### src/rtl/job_seq_pkg.sv
// Shared definitions for the job_sequencer slice: FSM state encodings,
// error codes carried in the status byte, and status bit positions.
package job_seq_pkg;

  typedef enum logic [1:0] {
    ST_LOAD  = 2'd0,
    ST_READY = 2'd1,
    ST_BUSY  = 2'd2,
    ST_DRAIN = 2'd3
  } state_e;

  localparam logic [1:0] ERR_NONE        = 2'd0;
  localparam logic [1:0] ERR_START_EARLY = 2'd1;
  localparam logic [1:0] ERR_TIMEOUT     = 2'd2;
  localparam logic [1:0] ERR_START_BUSY  = 2'd3;

  localparam int STS_STATE_LSB = 0;
  localparam int STS_OVF       = 2;
  localparam int STS_UDF       = 3;
  localparam int STS_ERR_LSB   = 4;

  // Pack the WireOut status byte; bits [7:6] are always zero.
  function automatic logic [7:0] pack_status(input state_e st, input logic ovf,
                                             input logic udf, input logic [1:0] err);
    logic [7:0] s;
    s = 8'h00;
    s[STS_STATE_LSB +: 2] = st;
    s[STS_OVF]            = ovf;
    s[STS_UDF]            = udf;
    s[STS_ERR_LSB +: 2]   = err;
    return s;
  endfunction

endpackage

### src/rtl/job_in_stager.sv
// N_IN-word operand staging buffer for job_sequencer. Words are written in
// order at the write index; the full flag marks a complete operand set and
// blocks further writes until the controller rewinds the index.
module job_in_stager #(
  parameter int WORD_W = 32,
  parameter int N_IN   = 4
) (
  input  logic                     clk,
  input  logic                     rstn,
  input  logic                     i_clr,
  input  logic                     i_rewind,
  input  logic                     i_wr_en,
  input  logic [WORD_W-1:0]        i_wr_data,
  output logic [N_IN*WORD_W-1:0]   o_buf,
  output logic                     o_full,
  output logic                     o_wr_last
);

  localparam int IDX_W = (N_IN > 1) ? $clog2(N_IN) : 1;

  logic [IDX_W-1:0]       r_wr_idx;
  logic [N_IN*WORD_W-1:0] r_buf;
  logic                   r_full;

  assign o_buf     = r_buf;
  assign o_full    = r_full;
  assign o_wr_last = i_wr_en && !r_full && (r_wr_idx == IDX_W'(N_IN - 1));

  // Write staging words in order; clear wipes contents, rewind only restarts the index.
  always_ff @(posedge clk or negedge rstn) begin
    if (!rstn) begin
      r_wr_idx <= '0;
      r_buf    <= '0;
      r_full   <= 1'b0;
    end else if (i_clr) begin
      r_wr_idx <= '0;
      r_buf    <= '0;
      r_full   <= 1'b0;
    end else if (i_rewind) begin
      r_wr_idx <= '0;
      r_full   <= 1'b0;
    end else if (i_wr_en && !r_full) begin
      for (int k = 0; k < N_IN; k++) begin
        if (r_wr_idx == IDX_W'(k)) begin
          r_buf[k*WORD_W +: WORD_W] <= i_wr_data;
        end
      end
      if (r_wr_idx == IDX_W'(N_IN - 1)) begin
        r_full <= 1'b1;
      end else begin
        r_wr_idx <= r_wr_idx + IDX_W'(1);
      end
    end
  end

endmodule

### src/rtl/job_sequencer.sv
// Host-side job controller for a start/done compute engine behind Opal Kelly
// endpoints (okClk domain). Stages N_IN pipe-in words, launches the engine on
// host_start, captures the result and serves N_OUT words to pipe-out.
// Optional feature macro: JOB_TIMEOUT_EN adds a BUSY watchdog of TIMEOUT_CYC
// cycles that aborts the job with error code TIMEOUT.
module job_sequencer
  import job_seq_pkg::*;
#(
  parameter int WORD_W      = 32,
  parameter int N_IN        = 4,
  parameter int N_OUT       = 4,
  parameter int RES_W       = 16,
  parameter int TIMEOUT_CYC = 1024
) (
  input  logic                   clk,
  input  logic                   rstn,
  input  logic                   soft_clr,
  input  logic                   host_start,
  input  logic [WORD_W-1:0]      pin_data,
  input  logic                   pin_valid,
  input  logic                   pout_read,
  output logic [WORD_W-1:0]      pout_data,
  output logic                   eng_start,
  output logic [N_IN*WORD_W-1:0] eng_din,
  input  logic                   eng_done,
  input  logic [RES_W-1:0]       eng_dout,
  output logic                   done_pulse,
  output logic                   err_pulse,
  output logic [7:0]             status
);

  localparam int RD_W  = (N_OUT > 1) ? $clog2(N_OUT) : 1;
  localparam int OUT_W = N_OUT * WORD_W;

  state_e             r_state;
  logic [RD_W-1:0]    r_rd_idx;
  logic [OUT_W-1:0]   r_out_buf;
  logic [WORD_W-1:0]  r_pout_data;
  logic               r_eng_start;
  logic               r_done_pulse;
  logic               r_err_pulse;
  logic               r_ovf;
  logic               r_udf;
  logic [1:0]         r_err;

`ifdef JOB_TIMEOUT_EN
  localparam int TMO_W = $clog2(TIMEOUT_CYC + 1);
  logic [TMO_W-1:0]   r_tmo;
`endif

  logic               w_wr_en;
  logic               w_wr_last;
  logic               w_full;
  logic               w_rd_last;
  logic               w_rewind;
  logic [OUT_W-1:0]   w_res_ext;
  logic [WORD_W-1:0]  w_next_word;

  assign w_wr_en   = pin_valid && (r_state == ST_LOAD) && !soft_clr;
  assign w_rd_last = (r_rd_idx == RD_W'(N_OUT - 1));
  assign w_rewind  = (r_state == ST_DRAIN) && pout_read && w_rd_last;

  job_in_stager #(
    .WORD_W (WORD_W),
    .N_IN   (N_IN)
  ) u_stager (
    .clk       (clk),
    .rstn      (rstn),
    .i_clr     (soft_clr),
    .i_rewind  (w_rewind),
    .i_wr_en   (w_wr_en),
    .i_wr_data (pin_data),
    .o_buf     (eng_din),
    .o_full    (w_full),
    .o_wr_last (w_wr_last)
  );

  // Zero-extend the engine result to the full output buffer width.
  always_comb begin
    w_res_ext              = '0;
    w_res_ext[RES_W-1:0]   = eng_dout;
  end

  // Select the word that follows the one currently presented on pipe-out.
  always_comb begin
    w_next_word = '0;
    for (int k = 1; k < N_OUT; k++) begin
      if (r_rd_idx == RD_W'(k - 1)) begin
        w_next_word = r_out_buf[k*WORD_W +: WORD_W];
      end else begin
        w_next_word = w_next_word;
      end
    end
  end

  // Controller FSM with registered pulses, pipe-out data and sticky status flags.
  always_ff @(posedge clk or negedge rstn) begin
    if (!rstn) begin
      r_state      <= ST_LOAD;
      r_rd_idx     <= '0;
      r_out_buf    <= '0;
      r_pout_data  <= '0;
      r_eng_start  <= 1'b0;
      r_done_pulse <= 1'b0;
      r_err_pulse  <= 1'b0;
      r_ovf        <= 1'b0;
      r_udf        <= 1'b0;
      r_err        <= ERR_NONE;
`ifdef JOB_TIMEOUT_EN
      r_tmo        <= '0;
`endif
    end else if (soft_clr) begin
      r_state      <= ST_LOAD;
      r_rd_idx     <= '0;
      r_out_buf    <= '0;
      r_pout_data  <= '0;
      r_eng_start  <= 1'b0;
      r_done_pulse <= 1'b0;
      r_err_pulse  <= 1'b0;
      r_ovf        <= 1'b0;
      r_udf        <= 1'b0;
      r_err        <= ERR_NONE;
`ifdef JOB_TIMEOUT_EN
      r_tmo        <= '0;
`endif
    end else begin
      r_eng_start  <= 1'b0;
      r_done_pulse <= 1'b0;
      r_err_pulse  <= 1'b0;

      // Writes are only accepted while loading; anything else overflows.
      if (pin_valid && (r_state != ST_LOAD)) begin
        r_ovf <= 1'b1;
      end

      // Reads outside DRAIN underflow and return zero.
      if (pout_read && (r_state != ST_DRAIN)) begin
        r_pout_data <= '0;
        r_udf       <= 1'b1;
      end

      case (r_state)
        ST_LOAD: begin
          if (host_start) begin
            r_err       <= ERR_START_EARLY;
            r_err_pulse <= 1'b1;
          end
          if (w_wr_last) begin
            r_state <= ST_READY;
          end
        end

        ST_READY: begin
          if (host_start && w_full) begin
            r_eng_start <= 1'b1;
            r_state     <= ST_BUSY;
`ifdef JOB_TIMEOUT_EN
            r_tmo       <= '0;
`endif
          end
        end

        ST_BUSY: begin
          if (host_start) begin
            r_err       <= ERR_START_BUSY;
            r_err_pulse <= 1'b1;
          end
          // A done on the watchdog expiry cycle takes precedence over the timeout.
          if (eng_done) begin
            r_out_buf    <= w_res_ext;
            r_pout_data  <= w_res_ext[WORD_W-1:0];
            r_done_pulse <= 1'b1;
            r_rd_idx     <= '0;
            r_state      <= ST_DRAIN;
          end
`ifdef JOB_TIMEOUT_EN
          else if (r_tmo == TMO_W'(TIMEOUT_CYC - 1)) begin
            r_err       <= ERR_TIMEOUT;
            r_err_pulse <= 1'b1;
            r_out_buf   <= '0;
            r_pout_data <= '0;
            r_rd_idx    <= '0;
            r_state     <= ST_DRAIN;
          end else begin
            r_tmo <= r_tmo + TMO_W'(1);
          end
`endif
        end

        ST_DRAIN: begin
          if (host_start) begin
            r_err       <= ERR_START_BUSY;
            r_err_pulse <= 1'b1;
          end
          if (pout_read) begin
            if (w_rd_last) begin
              r_rd_idx    <= '0;
              r_pout_data <= '0;
              r_state     <= ST_LOAD;
            end else begin
              r_rd_idx    <= r_rd_idx + RD_W'(1);
              r_pout_data <= w_next_word;
            end
          end
        end

        default: begin
          r_state <= ST_LOAD;
        end
      endcase
    end
  end

  assign pout_data  = r_pout_data;
  assign eng_start  = r_eng_start;
  assign done_pulse = r_done_pulse;
  assign err_pulse  = r_err_pulse;
  assign status     = pack_status(r_state, r_ovf, r_udf, r_err);

endmodule

### config.mk
export PLATFORM = sky130hd
export DESIGN_NAME = job_sequencer
export DESIGN_NICKNAME = d
export VERILOG_FILES = /design/src/rtl/job_seq_pkg.sv /design/src/rtl/job_in_stager.sv /design/src/rtl/job_sequencer.sv
export SDC_FILE = /design/constraint.sdc
export NUM_CORES = 1
export LEC_CHECK = 0
export ABC_AREA = 1
export CORE_UTILIZATION = 48
export CTS_BUF_LIST = sky130_fd_sc_hd__clkbuf_2
export DETAILED_ROUTE_END_ITERATION = 16
export PLACE_DENSITY = 0.82
export SLEW_MARGIN = 20
export SYNTH_ARGS = -nofsm -noshare
export SYNTH_HDL_FRONTEND = slang
export SYNTH_SLANG_ARGS = --single-unit
### constraint.sdc
create_clock -name clk -period 2.2 [get_ports clk]
set_input_delay 0.44 -clock clk [delete_from_list [all_inputs] [get_ports clk]]
set_output_delay 0.44 -clock clk [all_outputs]
set_load 0.05 [all_outputs]
-- After elaboration in Yosys (flattened, before gate mapping)
Cells that the tools add are included.
- bits in registers: 302
- latch bits: 0
- memory bits (writable): 0
- bits in read-only memories: 0
- output and inout bits: 171
- logic and storage cells: 133
- memories kept: 0
- $add $sub $neg: 2
- multipliers: 0
- divide/modulo/power cells: 0
- order comparisons: 0
- equal/unequal tests: 19
- shift-type cells: 0
- muxes and demuxes: 56
- bitwise gates (word level): 0
- reduce and logical (&&, ||, !) cells: 40
- operators with widths (cell ; number):
    $mux W128 ; 6
    $mux W32 ; 12
    $pmux W32 S2 ; 1
    $mux W2 ; 17
    $reduce_bool A2 Y1 ; 10
    $reduce_and A3 Y1 ; 6
    $mux W1 ; 17
    $ne A3 B3 Y1 const B ; 5
    $eq A2 B2 Y1 const B ; 6
    $reduce_bool A3 Y1 ; 4
    $logic_and A1 B1 Y1 ; 9
    $pmux W2 S2 ; 2
    $pmux W2 S4 ; 1
    $eq A2 B1 Y1 const B ; 3
    $logic_not A2 Y1 ; 3
    $ne A3 B2 Y1 const B ; 2
    $reduce_and A2 Y1 ; 3
    $reduce_and A5 Y1 ; 1
    $add A2 B1 Y2 const B ; 2
    $ne A2 B2 Y1 const B ; 2
    $ne A3 B1 Y1 const B ; 1
    $reduce_or A3 Y1 ; 1
    $logic_not A1 Y1 ; 2
    $reduce_or A2 Y1 ; 1

-- Longest topological paths before layout
Gate-level depths: netlist of the first run.
- depth in word-level cells: 8
- mapped depth: 11
- gate-level depth less buffers: 9

-- Modules after synthesis
Synthesis of the first run repeated with hierarchy kept, for this count alone.
- cells, all modules: 887
- area, all modules: 7534.7 µm²
- by module, submodules not included (module ; times used ; cells an instance ; area an instance (µm²)):
    job_in_stager ; 1 ; 653 ; 5582.9
    job_sequencer ; 1 ; 234 ; 1951.9

-- Worst setup path after synthesis of the first run
Ideal clock, no wire load.
- path kind: reg2reg
- start point: register r_state[0]
- end point: register r_pout_data[21] (netlist: pout_data[21])
- arrival time: 1953 ps
- data required time: 2128 ps
- path slack: 175 ps
- cell stages (with the launch flop): 12
- path buffers: 2
- clock period less this slack: 2025 ps
- path through: dfrtp_1 inv_1 ha_1 buf_2 inv_1 nand2_1 nand3_2 nand2_2 nor2_4 inv_2 buf_6 nor2_1
- longest elaborated chain between the ends: 6
- elaborated cells on any way between the ends: 9
- those cells by class: eq/ne: 3; mux: 5; reduce/logical: 1
- RTL lines (element ; RTL line ; source):
    start, declared ; job_sequencer.sv:35 ; state_e r_state;
    start signal, assigned ; job_sequencer.sv:99 ; r_state <= ST_LOAD;
    start signal, assigned ; job_sequencer.sv:113 ; r_state <= ST_LOAD;
    start signal, assigned ; job_sequencer.sv:149 ; r_state <= ST_READY;
    $ne A2 B2 Y1 ; job_sequencer.sv:137 ; if (pout_read && (r_state != ST_DRAIN)) begin
    $logic_and A1 B1 Y1 ; job_sequencer.sv:137 ;
    $mux W32 ; job_sequencer.sv:137 ;
    $mux W32 (on tied branches) ; job_sequencer.sv:195, job_sequencer.sv:169 ;
    $pmux W32 S2 (*) ; job_sequencer.sv:142 ; case (r_state)
    $mux W32 (*) ; job_sequencer.sv:112 ; end else if (soft_clr) begin
    end signal, assigned ; job_sequencer.sv:171 ; r_pout_data <= w_res_ext[WORD_W-1:0];
    end signal, assigned ; job_sequencer.sv:202 ; r_pout_data <= w_next_word;
    end, declared ; job_sequencer.sv:38 ; logic [WORD_W-1:0] r_pout_data;
Every way passes the cells marked *; elsewhere a longest branch is shown, timed or not.
A chain may end at the register's enable or synchronous reset.

-- Final worst setup path of the first run
- start point: register u_stager.r_buf[56] (netlist: u_stager.o_buf[56])
- end point: output eng_din[56]
- RTL lines (element ; RTL line ; source):
    start, declared ; job_in_stager.sv:22 ; logic [N_IN*WORD_W-1:0] r_buf;
    start signal, assigned by index ; job_in_stager.sv:45 ; r_buf[k*WORD_W +: WORD_W] <= i_wr_data;
    end, declared ; job_sequencer.sv:24 ; output logic [N_IN*WORD_W-1:0] eng_din,
No word-level cell between the ends.

==> results.yml, run 1 <==
status:
  status: "complete, no violations"
floorplanning:
  ios: 226
  core_area_um2: 14600
  die_area_um2: 15500
  die_h_um: 124
  num_rows: 44
  die_x_um: 124
  initial_core_util_pct: 49.3
sta:
  drv_slew: 0
  clock_skew_ps: 28.4
  rsz0062_at_grt: "false"
  layout_min_cycle_time_ps: 2110
  setup_viol: 0
  final_hold_viol_count: 0
  finalCritPeriodShare_pct: 96.1
  final.setup.tns_ps: 0
  fmax_mhz: 473
  max_slew_margin_pct: 37.6
  worst_slew_pin_slew_ps: 932
critical_path:
  arrival_ps: 1670
  setup.worst_path.end_class: "primary output"
  crit_slowest_cell: "dlygate4sd2_1"
  slowest_delay_ps: 540
  worstSetupPathType: "reg -> out"
  critPathTopFamily: "buffers and inverters"
  path_cells: "dlygate4sd2_1"
  worst_ep_required_time_ps: 1760
  critPathBufInv: 1
  cp_max_fo: 2
  startpoint_type: "register"
clocking:
  h-tree-depth: 4
  cts.path.max_buffers: 2
  cts_buffers: 17
  post_cts_buffers: 0
  cts_tree: "built"
  clkTransAtPathRegs_ps: 230
  root_buffer: "clkbuf_2"
  insertion_delay_ps: 740
  cts_sinks: 174
pwr:
  peakVddDrop_uv: 466
  powerDensity_nw_per_um2: 773
  leakagePower_nw: 5.41
global_routing:
  grt_antenna_before_repair: 1
  grt_use_total_pct: 25.1
  grt.overflow.total: 0
  grt_pass1_vias: 6055
  grt_max_degree: 62
  grt_pass1_wl_mm: 30.7
route:
  first_pass_iters: 5
  vias: 6072
  drt_wl_total_mm: 18.4
  routed_via_density: 4.83
  drc_errors: 0
  ant_nets: 0
  drt_iter0_drc: 483
  drt-wirelength-per-cell_um: 14.6
yosys:
  yosysTopAreaCell: "dfrtp_1"
  avgSynthCellArea_um2: 8.64
  synthCells: 832
  synth.top_cell.area_share_pct: 60.6
  synth-seq-area-share_pct: 60.6
  synth_seq_cells: 174
  ys_types: 27
  synthesis.area_um2: 7190
  synth_top_cells_by_area: "dfrtp_1 (61%), nand2_1 (22%), inv_1 (3.9%)"
  synth_warnings: 0
run:
  max-cap-violations: 0
placement:
  hpwlAfterDp_mm: 13.0
  place_area_um2: 9730
  io_buffers: 223
  place.gp.congestion: 0.790
layout:
  area_growth_pct: 33.0
  final_cell_area_um2: 9560
  n_fill_cell: 1282
  multi_input_area_um2: 2360
  fin_nets: 1127
  drive_gt1_share_pct: 11.8
  seqCellArea_um2: 4360
min_path:
  worstHoldPathType: "in -> async"
## path summary, 6_finish.rpt
check	startpoint	endpoint	slack, ps	cells past startpoint
min in group clk	eng_dout[12]	pout_data[12]	230	3
hold / removal	rstn	u_stager.o_buf[40]	220	2
setup / recovery	u_stager.o_buf[56]	eng_din[56]	90	1
hold reg to reg	u_stager.o_buf[65]	u_stager.o_buf[65]	490	2
setup reg to reg	r_state[1]	u_stager.o_buf[122]	200	6
max in group asynchronous	rstn	u_stager.o_buf[6]	1260	3
## cells in the final DEF (no fill, tap or decap)
master and count:
nand4_2 1, nand2_2 1, nor3_2 1, nand3_4 1, clkinv_1 4, ha_1 10
clkinv_2 4, clkdlybuf4s15_2 2, clkbuf_2 78, clkinv_4 1, o21ai_1 32, nor2_4 4
a21oi_1 16, buf_4 16, buf_6 1, dlygate4sd2_1 37, nand2_1 422, nand3_1 15
clkdlybuf4s15_1 72, clkdlybuf4s50_1 53, dlygate4sd3_1 1, o21ai_2 1, buf_12 7, dfrtp_1 173
diode_2 1, o211ai_4 3, dfrtp_2 1, inv_1 75, nand4_1 2, inv_2 2
nor3_1 1, clkinvlp_4 1, nor3_4 1, conb_1 2, o21ai_0 4, nand3_2 1
nor2_1 27
## cells by family after synthesis
group	Yosys count	synth area share (%)
fa+ha+maj	10	1.74
flops	174	60.6
buf+inv	114	7.17
compound gates	56	4.27
simple gates	477	26.2
other cells	1	0.0522
## per-layer routing
| layer | share of wire, % | up-vias | GRT usage (%) |
|---|---|---|---|
| li1 | - | 2967 | - |
| met1 | 43 | 2874 | 30.9 |
| met2 | 50 | 191 | 42.9 |
| met3 | 4.3 | 40 | 4.51 |
| met4 | 3.1 | 0 | 11.1 |
| met5 | 0 | - | 0 |
## repair_timing
| action | in CTS | in global routing |
|---|---|---|
| endpoints found under the setup margin | 169 | 141 |
| gates resized for setup | 183 | 179 |
| hold buffers | 1 | 0 |
| endpoints found under the hold margin | 56 | 0 |
## Yosys cell counts, drive strengths merged
master,n
nand2,423
dfrtp,174
inv,77
o21ai,37
buf,33
nor2,31
nand3,17
a21oi,16
ha,10
clkbuf,4
nand4,3
nor3,3
o211ai,3
conb,1
## where the power goes
group	internal (mW)	switching, mW	total [mW]
combinational	0.652	1.80	2.45
sequential	3.47	0.172	3.64
clock	0.273	1.03	1.30
## registers in the layout, indices dropped and copies added, names as in the netlist
register	count
r_state	2
u_stager.o_full	1
eng_start	1
r_udf	1
pout_data	32
done_pulse	1
r_ovf	1
r_err	2
err_pulse	1
u_stager.o_buf	128
u_stager.r_wr_idx	2
r_rd_idx	2
## area by class of cell
| cell class | count | area share [%] |
|---|---|---|
| tap | 184 | 2.41 |
| clock buffer | 20 | 1.05 |
| multi-input combinational | 545 | 24.7 |
| inverter | 77 | 3.02 |
| antenna | 1 | 0.0262 |
| sequential | 174 | 45.6 |
| timing repair buffer | 247 | 22.7 |
| clock inverter | 10 | 0.537 |
## metrics by stage
step	hold slack, ps	std cells	power [mW]	util, %	setup slack (ps)
after CTS	155	1257	7.44	66.5	0.133
final	218	1258	7.39	65.5	85.1
after global routing	139	1258	7.76	65.5	0.131
after global placement	452	1226	6.30	66.7	50.6
after floorplan	144	833	5.32	-	175
after detailed placement	454	1226	6.34	66.7	21.3
Power figures use the tool's default switching activity.
==> inputs of run 2 (changes only) <==
--- a/config.mk
+++ b/config.mk
@@ -6,11 +6,11 @@
 export NUM_CORES = 1
 export LEC_CHECK = 0
 export ABC_AREA = 1
-export CORE_UTILIZATION = 48
+export CORE_UTILIZATION = 29
 export CTS_BUF_LIST = sky130_fd_sc_hd__clkbuf_2
+export CTS_CLUSTER_DIAMETER = 30
 export DETAILED_ROUTE_END_ITERATION = 16
-export PLACE_DENSITY = 0.82
-export SLEW_MARGIN = 20
+export SLEW_MARGIN = 5
 export SYNTH_ARGS = -nofsm -noshare
 export SYNTH_HDL_FRONTEND = slang
 export SYNTH_SLANG_ARGS = --single-unit
==> results.yml, run 2 (same netlist as run 1, synthesis figures left out) <==
run:
  max-cap-violations: 0
pwr:
  pwr-share-comb_pct: 32.0
  peakVddDrop_uv: 397
  clkPwrFrac_pct: 21.9
  power_switching_mw: 3.20
  power_frac_seq_pct: 46.1
  swShare_pct: 40.6
  powerDensity_nw_per_um2: 799
  p_int_mw: 4.69
  leakagePower_nw: 5.33
clocking:
  root_buffer: "clkbuf_2"
  cts_buffers: 17
  insertion_delay_ps: 740
  cts.path.max_buffers: 2
  cts_tree: "built"
  h-tree-depth: 4
  cts_sinks: 174
  clkTransAtPathRegs_ps: 290
critical_path:
  arrival_ps: 1630
  regToRegEndpoint: "u_stager.o_buf[94]"
  worstSetupPathType: "reg -> out"
  rr_startpoint: "r_state[1]"
  slowest_delay_ps: 560
  critPathTopFamily: "buffers and inverters"
  worst_ep_required_time_ps: 1760
  ff2ff_path_depth: 9
  cp.depth: 1
  endpoint: "eng_din[51]"
  crit_slowest_cell: "dlygate4sd2_1"
  rrSetupSlack_ps: 270
  startpoint: "u_stager.o_buf[51]"
  startpoint_type: "register"
  setup.worst_path.end_class: "primary output"
  path_cells: "dlygate4sd2_1"
  cp_max_fo: 2
  critPathBufInv: 1
floorplanning:
  die_x_um: 159
  initial_core_util_pct: 29.5
  die_h_um: 159
  die_area_um2: 25400
  core_area_um2: 24300
  ios: 226
  num_rows: 57
sta:
  worst_slew_pin_slew_ps: 640
  layout_min_cycle_time_ps: 2070
  rsz0062_at_grt: "false"
  final_hold_viol_count: 0
  drv_slew: 0
  final.setup.tns_ps: 0
  finalCritPeriodShare_pct: 94.2
  clock_skew_ps: 54.8
  max_slew_margin_pct: 57.1
  setup_viol: 0
  fmax_mhz: 482
placement:
  place.gp.congestion: 0.763
  hpwlAfterDp_mm: 14.8
  io_buffers: 223
  place_area_um2: 9950
route:
  drt_wl_total_mm: 21.0
  drt-wirelength-per-cell_um: 15.0
  vias: 5991
  routed_via_density: 4.27
  ant_nets: 0
  drt_iter0_drc: 314
  drc_errors: 0
  first_pass_iters: 4
layout:
  multi_input_area_um2: 2360
  final_common_cell: "nand2_1"
  fin_nets: 1130
  seqCellArea_um2: 4360
  layout_common_cells: "nand2_1 (422), dfrtp_1 (173), clkbuf_2 (97), inv_1 (75), clkdlybuf4s15_2 (67)"
  n_fill_cell: 2487
  largest_reg_flops: 128
  final_util_pct: 40.7
  drive_gt1_share_pct: 20.4
  area_growth_pct: 37.6
  final_cell_area_um2: 9890
global_routing:
  grt_antenna_before_repair: 1
  grt_max_degree: 50
  grt_pass1_wl_mm: 33.8
  grt.overflow.total: 0
  grt_pass1_vias: 6016
  grt_use_total_pct: 17.1
status:
  status: "complete, no violations"
min_path:
  worstHoldPathType: "in -> reg"
[run 2: changes by cell type in the layout (fill, tap and decap cells not counted), moves of 2 or more]
cell / delta
buf_12: +3
buf_2: +2
buf_4: -2
bufinv_16: +2
clkbuf_2: +19
clkdlybuf4s15_1: -57
clkdlybuf4s15_2: +65
clkinv_1: -4
dlygate4sd2_1: -30
dlygate4sd3_1: +2
inv_6: +3
[run 2: timing repair]
action,4_1_cts,5_1_grt
resized for setup,373,110
pin swaps,0,0
hold buffers,3,0
setup endpoints to repair,169,91
endpoints found under the hold margin,174,0
setup buffers,0,0
[run 2: worst min-delay path by stage]
stage	startpoint	depth (start not counted)	endpoint
2_1_floorplan	rstn	0	done_pulse
3_3_place_gp	rstn	1	u_stager.o_buf[17]
3_5_place_dp	rstn	1	u_stager.o_buf[17]
4_1_cts	eng_dout[3]	3	pout_data[3]
5_1_grt	eng_dout[12]	3	pout_data[12]
6_report	eng_dout[3]	3	pout_data[3]
[run 2: metrics by stage]
| step | cells | setup slack [ps] | total power, mW | hold slack, ps |
|---|---|---|---|---|
| after floorplan | 833 | 175 | 5.32 | 144 |
| after global routing | 1403 | 0.285 | 8.33 | 85.8 |
| after global placement | 1367 | 69.2 | 6.40 | 344 |
| final | 1403 | 127 | 7.90 | 201 |
| after detailed placement | 1367 | 56.9 | 6.42 | 344 |
| after CTS | 1401 | 0.0175 | 8.08 | 110 |
[run 2: power by group through the flow]
| stage | sequential [mW] | clock [mW] | combinational [mW] |
|---|---|---|---|
| floorplan | 4.58 | 0 | 0.743 |
| global placement | 3.70 | 0 | 2.71 |
| detailed placement | 3.70 | 0 | 2.73 |
| CTS | 3.64 | 1.82 | 2.62 |
| global route | 3.68 | 1.94 | 2.71 |
| finish | 3.64 | 1.73 | 2.53 |
[run 2: final cells by class]
| cell class | count | area share (%) |
|---|---|---|
| repair buffers | 250 | 22.7 |
| multi-input cells | 545 | 23.9 |
| clock inverters | 12 | 1.38 |
| diodes | 2 | 0.0506 |
| well taps | 324 | 4.10 |
| clock buffers | 19 | 0.961 |
| inverters | 77 | 2.92 |
| flip-flops and latches | 174 | 44.0 |
[run 2: per-layer routing]
layer / wire length (um) / global-route usage, % / up-vias
met1: 9760 / 22.3 / 2873
met4: 249 / 4.41 / 0
met5: 0 / 0 / -
met3: 739 / 3.49 / 13
met2: 10300 / 28.9 / 127
li1: - / - / 2978
==> inputs of run 3 (changes only) <==
--- a/config.mk
+++ b/config.mk
@@ -6,10 +6,13 @@
 export NUM_CORES = 1
 export LEC_CHECK = 0
 export ABC_AREA = 1
+export ABC_CLOCK_PERIOD_IN_PS = 2200
+export CORE_ASPECT_RATIO = 2
 export CORE_UTILIZATION = 29
 export CTS_BUF_LIST = sky130_fd_sc_hd__clkbuf_2
 export CTS_CLUSTER_DIAMETER = 30
 export DETAILED_ROUTE_END_ITERATION = 16
+export GPL_ROUTABILITY_DRIVEN = 0
 export SLEW_MARGIN = 5
 export SYNTH_ARGS = -nofsm -noshare
 export SYNTH_HDL_FRONTEND = slang
==> results.yml, run 3 (same netlist as run 1, synthesis figures left out) <==
sta:
  rsz0062_at_grt: "false"
  final.setup.tns_ps: 0
  worst_slew_pin_slew_ps: 567
  max_slew_margin_pct: 62.0
  layout_min_cycle_time_ps: 2050
  fmax_mhz: 488
  hold_ws_ps: 127
  clock_skew_ps: 26.6
  final_hold_viol_count: 0
  finalCritPeriodShare_pct: 93.1
  setup_viol: 0
  drv_slew: 0
route:
  top_layer: "met4"
  route.met2.wl_mm: 12.3
  drt-wirelength-per-cell_um: 15.6
  first_pass_iters: 4
  drt_wl_total_mm: 22.0
  wl_met1_mm: 8.16
  route.met3.wl_um: 637
  routed_via_density: 4.30
  drt_iter0_drc: 362
  drc_errors: 0
  ant_nets: 0
  vias: 6076
layout:
  final_util_pct: 42.5
  area_growth_pct: 44.4
  drive_gt1_share_pct: 22.5
  fin_nets: 1132
  stdcell_count: 1414
  largest_reg_flops: 128
  final_common_cell: "nand2_1"
  final_cell_area_um2: 10400
  layout_common_cells: "nand2_1 (422), dfrtp_1 (174), clkdlybuf4s15_2 (159), inv_1 (75), clkdlybuf4s50_1 (53)"
global_routing:
  grt_use_total_pct: 18.0
  grt.overflow.total: 0
  grt_max_degree: 50
  grt_pass1_vias: 6166
  grt_antenna_before_repair: 2
  grt_pass1_wl_mm: 34.1
pwr:
  powerDensity_nw_per_um2: 755
  leakagePower_nw: 5.23
  peakVddDrop_uv: 322
critical_path:
  arrival_ps: 1610
  ff2ff_path_depth: 7
  regToRegEndpoint: "u_stager.o_buf[115]"
  worstSetupPathType: "reg -> out"
  critPathTopFamily: "flip-flops"
  path_cells: "clkdlybuf4s15_2"
  crit_slowest_cell: "dfrtp_1"
  critPathBufInv: 1
  startpoint_type: "register"
  cp_max_fo: 3
  rrSetupSlack_ps: 210
  setup.worst_path.end_class: "primary output"
  worst_ep_required_time_ps: 1760
  slowest_delay_ps: 450
  rr_startpoint: "r_state[0]"
placement:
  dp.cells: 1379
  hpwlAfterDp_mm: 16.4
  io_buffers: 223
  place_area_um2: 9970
clocking:
  root_buffer: "clkbuf_2"
  h-tree-depth: 4
  clkTransAtPathRegs_ps: 250
  insertion_delay_ps: 770
  cts_tree: "built"
  cts_sinks: 174
  cts.path.max_buffers: 2
  cts_buffers: 17
status:
  status: "complete, no violations"
run:
  max-cap-violations: 0
floorplanning:
  die_x_um: 113
  num_rows: 81
  initial_core_util_pct: 29.4
  die_h_um: 225
  core_area_um2: 24400
  die_area_um2: 25400
  ios: 226
min_path:
  worstHoldPathType: "in -> async"
## run 3: changes by cell type in the layout (fill, tap and decap cells not counted), sizes merged
cell	before	now
clkbuf	97	17
clkdlybuf4s15	82	159
buf	27	39
dlygate4sd2	7	0
clkinv	4	7
clkinvlp	2	5
dlygate4sd3	3	1
inv	81	79
bufinv	2	1
## run 3: report_power, final
group	leakage (nW)	switching, mW	internal, mW	total, mW
logic	2.73	1.87	0.780	2.65
clock network	0.113	1.16	0.398	1.56
registers	2.39	0.163	3.47	3.63
total	5.23	3.19	4.64	7.84
## run 3: per-stage QoR
step	total power, mW	setup WS (ps)
finish	7.84	152
global route	8.25	0.508
CTS	7.97	-66.6
detailed placement	6.45	5.84
global placement	6.42	61.7
floorplan	5.32	175
## run 3: final cells by class
type / count / area [um^2]
diodes: 2 / 5.00
clock buffers: 17 / 85.1
clock inverters: 15 / 123
fillers: 2438 / 14000
inverters: 77 / 289
multi-input cells: 545 / 2360
flip-flops and latches: 174 / 4350
well taps: 332 / 415
repair buffers: 252 / 2740
## run 3: how the worst max path moves through the flow
stage	startpoint	end	slack (ps)	depth (start not counted)
finish	pout_data[14]	pout_data[14]	150	1
global route	pout_data[10]	pout_data[10]	0.5	1
CTS	r_state[0]	status[0]	-70	2
detailed placement	soft_clr	u_stager.o_buf[102]	6	7
global placement	soft_clr	u_stager.o_buf[111]	60	7
floorplan	r_state[0]	pout_data[21]	180	11
## run 3: worst reg2reg max path, delay by kind of cell (launching register included)
kind	cells	cell delay [ps]
AOI/OAI and AO/OA	1	100
adders and majority gates	1	330
DFF	1	410
and+or+nand+nor	3	620
buffers and inverters	2	480
## run 3: per-layer routing
metal | track usage [%] | vias to the layer above
met3 | 3.18 | 43
met2 | 34.2 | 157
li1 | - | 2986
met4 | 9.63 | 0
met5 | 0 | -
met1 | 18.3 | 2890
## run 3: what timing repair did
action / 4_1_cts / 5_1_grt
hold buffers: 1 / 0
buffers inserted: 0 / 0
hold endpoints to repair: 174 / 0
endpoints found under the setup margin: 163 / 4
resized for setup: 495 / 3
